--- src/rtl/raw_linebuf_sequencer_if.sv ---
`default_nettype none
// ============================================================================
//  Module      : raw_linebuf_sequencer_if
//  Description : Pixel-stream inputs and line-RAM strobe/status outputs of
//                the raw line-buffer sequencer.
//  Revision    : 1.0 - initial release
// ============================================================================
interface raw_linebuf_sequencer_if #(
  parameter int ADDR_W = 11
);
  logic              sof;
  logic              data_valid;
  logic              wr_en_a;
  logic              wr_en_b;
  logic [ADDR_W-1:0] wr_addr;
  logic              rd_en_a;
  logic              rd_en_b;
  logic [ADDR_W-1:0] rd_addr;
  logic              rd_valid;
  logic              row_odd;
  logic              col_odd;
  logic              row_end;
  logic              frame_done;
  logic              busy;
  logic              err_short;

  modport master (
    output sof, data_valid,
    input  wr_en_a, wr_en_b, wr_addr, rd_en_a, rd_en_b, rd_addr,
    input  rd_valid, row_odd, col_odd, row_end, frame_done, busy, err_short
  );

  modport slave (
    input  sof, data_valid,
    output wr_en_a, wr_en_b, wr_addr, rd_en_a, rd_en_b, rd_addr,
    output rd_valid, row_odd, col_odd, row_end, frame_done, busy, err_short
  );
endinterface
`default_nettype wire

--- src/rtl/raw_linebuf_sequencer.sv ---
`default_nettype none
// ============================================================================
//  Module      : raw_linebuf_sequencer
//  Description : Column/row sequencer for the ping-pong line RAMs feeding the
//                Bayer-to-RGB datapath; writes one bank, reads the other.
//  Revision    : 1.0 - initial release
// ============================================================================
module raw_linebuf_sequencer #(
  parameter int LINE_W  = 1280,
  parameter int FRAME_H = 1024,
  parameter int ADDR_W  = 11,
  parameter int ROW_W   = 11
) (
  input  wire logic                     clk,
  input  wire logic                     aclr,
  raw_linebuf_sequencer_if.slave        bus
);

  localparam logic [ADDR_W-1:0] c_LAST_COL = ADDR_W'(LINE_W - 1);
  localparam logic [ROW_W-1:0]  c_LAST_ROW = ROW_W'(FRAME_H - 1);

  typedef enum logic [1:0] {
    ST_IDLE = 2'd0,
    ST_FILL = 2'd1,
    ST_RUN  = 2'd2
  } state_t;

  state_t             r_state;
  logic [ADDR_W-1:0]  r_col;
  logic [ROW_W-1:0]   r_row;
  logic               r_wr_sel;      // 0 = bank A written, 1 = bank B written
  logic               r_rd_valid;
  logic               r_row_odd;
  logic               r_col_odd;
  logic               r_row_end;
  logic               r_frame_done;
  logic               r_err_short;

  logic [ADDR_W-1:0]  w_col_eff;
  logic [ROW_W-1:0]   w_row_eff;
  logic               w_sel_eff;
  logic               w_start;
  logic               w_active;
  logic               w_accept;
  logic               w_wrap;
  logic               w_last;
  logic               w_rd_ok;

  // sof restarts the frame in the same cycle, so its pixel is (0,0) in bank A.
  assign w_col_eff = bus.sof ? '0   : r_col;
  assign w_row_eff = bus.sof ? '0   : r_row;
  assign w_sel_eff = bus.sof ? 1'b0 : r_wr_sel;

  assign w_start   = (r_state == ST_IDLE) & (bus.sof | bus.data_valid);
  assign w_active  = (r_state != ST_IDLE) | w_start;
  assign w_accept  = bus.data_valid & w_active;
  assign w_wrap    = w_accept & (w_col_eff == c_LAST_COL);
  assign w_last    = w_wrap & (w_row_eff == c_LAST_ROW);
  assign w_rd_ok   = bus.data_valid & (r_state == ST_RUN) & ~bus.sof;

  assign bus.wr_en_a    = w_accept & ~w_sel_eff;
  assign bus.wr_en_b    = w_accept &  w_sel_eff;
  assign bus.rd_en_a    = w_rd_ok  &  r_wr_sel;
  assign bus.rd_en_b    = w_rd_ok  & ~r_wr_sel;
  assign bus.wr_addr    = w_col_eff;
  assign bus.rd_addr    = w_col_eff;
  assign bus.rd_valid   = r_rd_valid;
  assign bus.row_odd    = r_row_odd;
  assign bus.col_odd    = r_col_odd;
  assign bus.row_end    = r_row_end;
  assign bus.frame_done = r_frame_done;
  assign bus.busy       = (r_state != ST_IDLE);
  assign bus.err_short  = r_err_short;

  always_ff @(posedge clk or negedge aclr) begin
    if (!aclr) begin
      r_state      <= ST_IDLE;
      r_col        <= '0;
      r_row        <= '0;
      r_wr_sel     <= 1'b0;
      r_rd_valid   <= 1'b0;
      r_row_odd    <= 1'b0;
      r_col_odd    <= 1'b0;
      r_row_end    <= 1'b0;
      r_frame_done <= 1'b0;
      r_err_short  <= 1'b0;
    end else begin
      r_rd_valid   <= w_rd_ok;
      r_row_odd    <= w_rd_ok & r_row[0];
      r_col_odd    <= w_rd_ok & r_col[0];
      r_row_end    <= w_wrap;
      r_frame_done <= w_last;

      if (bus.sof && (r_col != '0)) begin
        r_err_short <= 1'b1;
      end

      if (w_last) begin
        r_state <= ST_IDLE;
      end else if (w_wrap && (w_row_eff == '0)) begin
        r_state <= ST_RUN;
      end else if (bus.sof || w_start) begin
        r_state <= ST_FILL;
      end

      if (w_accept) begin
        r_col <= w_wrap ? '0 : (w_col_eff + ADDR_W'(1));
      end else if (bus.sof) begin
        r_col <= '0;
      end

      // Bank select restarts at A every frame so row 0 always lands in bank A.
      if (w_last) begin
        r_row    <= '0;
        r_wr_sel <= 1'b0;
      end else if (w_wrap) begin
        r_row    <= w_row_eff + ROW_W'(1);
        r_wr_sel <= ~w_sel_eff;
      end else if (bus.sof) begin
        r_row    <= '0;
        r_wr_sel <= 1'b0;
      end
    end
  end

endmodule
`default_nettype wire

--- src/flat_wrapper.sv ---
// flat-port wrapper written by rule: the top's interface ports become plain ports
module raw_linebuf_sequencer_flat 
#(
  parameter int LINE_W  = 1280,
  parameter int FRAME_H = 1024,
  parameter int ADDR_W  = 11,
  parameter int ROW_W   = 11
)
  (clk, aclr, bus_sof, bus_data_valid, bus_wr_en_a, bus_wr_en_b, bus_wr_addr, bus_rd_en_a, bus_rd_en_b, bus_rd_addr, bus_rd_valid, bus_row_odd, bus_col_odd, bus_row_end, bus_frame_done, bus_busy, bus_err_short);
  raw_linebuf_sequencer_if #(.ADDR_W(ADDR_W)) bus_i ();
  input  wire logic clk;
  input  wire logic aclr;
  input wire logic [$bits(bus_i.sof)-1:0] bus_sof;
  input wire logic [$bits(bus_i.data_valid)-1:0] bus_data_valid;
  output wire logic [$bits(bus_i.wr_en_a)-1:0] bus_wr_en_a;
  output wire logic [$bits(bus_i.wr_en_b)-1:0] bus_wr_en_b;
  output wire logic [$bits(bus_i.wr_addr)-1:0] bus_wr_addr;
  output wire logic [$bits(bus_i.rd_en_a)-1:0] bus_rd_en_a;
  output wire logic [$bits(bus_i.rd_en_b)-1:0] bus_rd_en_b;
  output wire logic [$bits(bus_i.rd_addr)-1:0] bus_rd_addr;
  output wire logic [$bits(bus_i.rd_valid)-1:0] bus_rd_valid;
  output wire logic [$bits(bus_i.row_odd)-1:0] bus_row_odd;
  output wire logic [$bits(bus_i.col_odd)-1:0] bus_col_odd;
  output wire logic [$bits(bus_i.row_end)-1:0] bus_row_end;
  output wire logic [$bits(bus_i.frame_done)-1:0] bus_frame_done;
  output wire logic [$bits(bus_i.busy)-1:0] bus_busy;
  output wire logic [$bits(bus_i.err_short)-1:0] bus_err_short;
  assign bus_i.sof = bus_sof;
  assign bus_i.data_valid = bus_data_valid;
  assign bus_wr_en_a = bus_i.wr_en_a;
  assign bus_wr_en_b = bus_i.wr_en_b;
  assign bus_wr_addr = bus_i.wr_addr;
  assign bus_rd_en_a = bus_i.rd_en_a;
  assign bus_rd_en_b = bus_i.rd_en_b;
  assign bus_rd_addr = bus_i.rd_addr;
  assign bus_rd_valid = bus_i.rd_valid;
  assign bus_row_odd = bus_i.row_odd;
  assign bus_col_odd = bus_i.col_odd;
  assign bus_row_end = bus_i.row_end;
  assign bus_frame_done = bus_i.frame_done;
  assign bus_busy = bus_i.busy;
  assign bus_err_short = bus_i.err_short;
  raw_linebuf_sequencer #(.LINE_W(LINE_W), .FRAME_H(FRAME_H), .ADDR_W(ADDR_W), .ROW_W(ROW_W)) u_core (.clk(clk), .aclr(aclr), .bus(bus_i));
endmodule
--- config.mk ---
export PLATFORM = sky130hd
export DESIGN_NAME = raw_linebuf_sequencer_flat
export DESIGN_NICKNAME = d
export VERILOG_FILES = /design/src/rtl/raw_linebuf_sequencer_if.sv /design/src/rtl/raw_linebuf_sequencer.sv /design/src/flat_wrapper.sv
export SDC_FILE = /design/constraint.sdc
export NUM_CORES = 1
export LEC_CHECK = 0
export ABC_AREA = 1
export ABC_CLOCK_PERIOD_IN_PS = 4400
export BUFFER_PORTS_ARGS = -buffer_cell sky130_fd_sc_hd__buf_2
export CORE_ASPECT_RATIO = 1.75
export CORE_MARGIN = 1.5
export CORE_UTILIZATION = 50
export CTS_BUF_LIST = sky130_fd_sc_hd__clkbuf_4
export DETAILED_ROUTE_END_ITERATION = 8
export GPL_TIMING_DRIVEN = 1
export PLACE_DENSITY = 0.84
export SYNTH_ARGS = -nofsm -noshare
export SYNTH_HDL_FRONTEND = slang
export SYNTH_SLANG_ARGS = --single-unit
--- constraint.sdc ---
create_clock -name clk -period 4.4 [get_ports clk]
set_input_delay 0.22 -clock clk [delete_from_list [all_inputs] [get_ports clk]]
set_output_delay 0.22 -clock clk [all_outputs]
set_load 0.02 [all_outputs]
==> results.cfg <==
[run_status]
status = complete, no violations

[sta]
finalSetupTns_ns = 0
rsz0062_at_grt = no
fin_crit_ns = 2.06
setup_viol = 0
fmax_ghz = 0.487
finalCritPeriodShare = 0.467
worst_clock_skew_ns = 0.0121
hold_viol = 0
slew_headroom = 0.538
worst_pin_slew_ns = 0.692
slew_viol_final = 0

[flow_run]
maxCapViolCount = 0

[route]
antenna_left = 0
drc = 0
via_count = 1613
routed_wl_um = 4020
wl_per_cell_um = 12.6
viasPerCell = 5.06
detail_route.iter0.violations = 45
drtPass1Iterations = 6

[yosys]
ys_ff_latch = 31
synth_seq_area_share = 0.424
syn_avg_cell_area_sq_um = 7.50
synth_warnings = 0
syn_area_sq_um = 1830
synth_cell_types = 29
syn_nets = 250
synth_top_area_frac = 0.424
synth_top_cell_by_area = dfrtp_1
synthCells = 244
ys_top_cells_by_area = dfrtp_1 (42%), nor2_1 (9.2%), nand2_1 (8.8%)

[floorplanning]
rows = 28
die_y_um = 83.0
io_pins = 37
chipWidth_um = 48.7
core_sq_um = 3430
die_area_sq_um = 4040
initial_core_util = 0.533

[layout]
antennaDiodeCount = 0
area_growth_pct = 10.4
finalInstanceArea_sq_um = 2020
final_cells = 319
drive_gt1_frac = 0.223
fin_nets = 279

[worst_setup_path]
slowest_stage = dfrtp_1
path_max_fanout = 12
rr_startpoint = u_core.r_col[0]$_DFF_PN0_
reg2reg_to = u_core.r_row[1]$_DFF_PN0_
startpoint_type = flip-flop
slowest_delay_ns = 0.37
cp-startpoint = u_core.r_col[0]$_DFF_PN0_
worst_r2r_path_depth = 10
crit_path_end = u_core.r_row[1]$_DFF_PN0_
arrival_ns = 2.29
r2r_slack_ns = 2.34
crit_chain = inv_1, nor2_1, ha_1, nand2_1, nor2_2, nand3_2, nor2_4, nand3_1, inv_2, nor2_1
end_kind = flip-flop
critPathRequiredTime_ns = 4.64
cpMostUsedCell = nor2_1
critPathKind = reg -> reg

[hold_path]
worstHoldStart = bus_data_valid
hold_class = in -> reg

[cts]
cts_tree = done
cts_made_buffers = 5
cts_sinks = 31
h-tree-depth = 2
clkTransAtPathRegs_ns = 0.10
insertion_delay_ns = 0.34
root_buffer = clkbuf_4
clock_path_buffers = 2
cts_setup_buffers = 0
post_cts_resized = 0

[grt]
busiest_layer = met2
use_met2 = 0.417
use_met3 = 0.0432
gr-usage-met1 = 0.208
grt.overflow.total = 0
grt_pass1_vias = 1593
antenna_found_initial = 0
grt_util_all_layers = 0.219
grt_max_degree = 32
grt_pass1_wl_um = 6850

[place]
dp_cells = 310
place.gp.congestion = 0.999
post-dp-hpwl_um = 3110
postPlaceCellArea_sq_um = 1950
port_buffers = 36

[pwr]
power_w = 0.000490
power_density_nw_per_um2 = 243
p_leak_nw = 1.16
vdd_drop_max_uv = 192
report_power, final:
group / switching (W) / internal (W)
logic: 0.0000235 / 0.00000754
registers: 0.00000132 / 0.000287
clock network: 0.0000965 / 0.0000745
total: 0.000121 / 0.000369
worst min path at each step:
stage,to,slack [ns],cells after the start
2_1_floorplan,u_core.bus.col_odd$_DFF_PN0_,-0.08,0
3_3_place_gp,u_core.bus.row_end$_DFF_PN0_,0.31,1
3_5_place_dp,u_core.r_row[8]$_DFF_PN0_,0.31,1
4_1_cts,u_core.r_col[0]$_DFF_PN0_,0.22,2
5_1_grt,u_core.r_col[0]$_DFF_PN0_,0.26,2
6_report,u_core.r_col[0]$_DFF_PN0_,0.23,2
through the flow:
stage / hold WS, ns / utilization / setup WS [ns]
3_3_place_gp: 0.306 / 0.569 / 2.33
4_1_cts: 0.218 / 0.588 / 2.32
2_1_floorplan: -0.0756 / - / 2.47
6_report: 0.227 / 0.588 / 2.34
5_1_grt: 0.259 / 0.588 / 2.06
3_5_place_dp: 0.310 / 0.569 / 2.28
logic make-up after synthesis:
kind of cell               count (synthesis)  share of synthesized area
xor gates and xnor gates                   9                     0.0431
buffers and inverters                     57                      0.150
and+or+nand+nor                          129                      0.324
DFF                                       31                      0.424
AOI/OAI and AO/OA                         16                     0.0451
adders and majority gates                  2                     0.0137
cells in the mapped netlist:
master	number
inv_2	2
nor3b_1	1
nor2b_1	1
xnor2_1	2
nand3_2	1
or2_2	2
inv_1	39
nor3_2	1
nand2_2	2
ha_1	2
a21oi_1	5
nand2_4	1
nor2_1	45
o21bai_1	1
o21ai_1	1
nor2_4	3
nand3b_1	1
nand4_1	5
o21ai_0	9
nand3_1	15
xor2_1	7
nor2_2	4
nand2_1	43
buf_2	1
inv_4	1
buf_6	1
buf_4	13
nor3_1	4
dfrtp_1	31
flip-flops by register name (all words and copies together), names as in the netlist:
register	flops
u_core.bus.row_end	1
u_core.bus.err_short	1
u_core.r_row	11
u_core.r_col	11
u_core.bus.rd_valid	1
u_core.bus.col_odd	1
u_core.r_wr_sel	1
u_core.bus.row_odd	1
u_core.bus.frame_done	1
u_core.r_state	2
worst max-delay path: cells and delay by family, from the launching register on:
kind                       cells  cell delay, ns
adders and majority gates      1            0.22
buffers and inverters          2            0.22
DFF                            1            0.37
and+or+nand+nor                7            1.15
final cells by class:
cell class / instances / area [sq um]
tap: 45 / 56.3
timing repair buffer: 37 / 190
clock inverter: 1 / 5.00
inverter: 42 / 160
fill: 349 / 1410
sequential: 31 / 776
clock buffer: 7 / 52.6
multi-input combinational: 156 / 779
what timing repair did:
action                     CTS  global route
setup endpoints to repair    0             0
hold buffers                 1             0
hold endpoints to repair    31             0
per-layer routing:
layer	share of wire	up-vias
li1	-	795
met1	0.35	754
met2	0.57	50
met3	0.041	14
met4	0.038	0
met5	0	-
cells in the final DEF (no fill, tap or decap), drive strengths merged, types with 7 or more instances in the layout:
cell	n
dfrtp	31
o21ai	10
clkbuf	7
inv	42
nand2	46
buf	36
xor2	7
nand3	16
nor2	52
No activity file was read; power rests on OpenSTA's default activity.
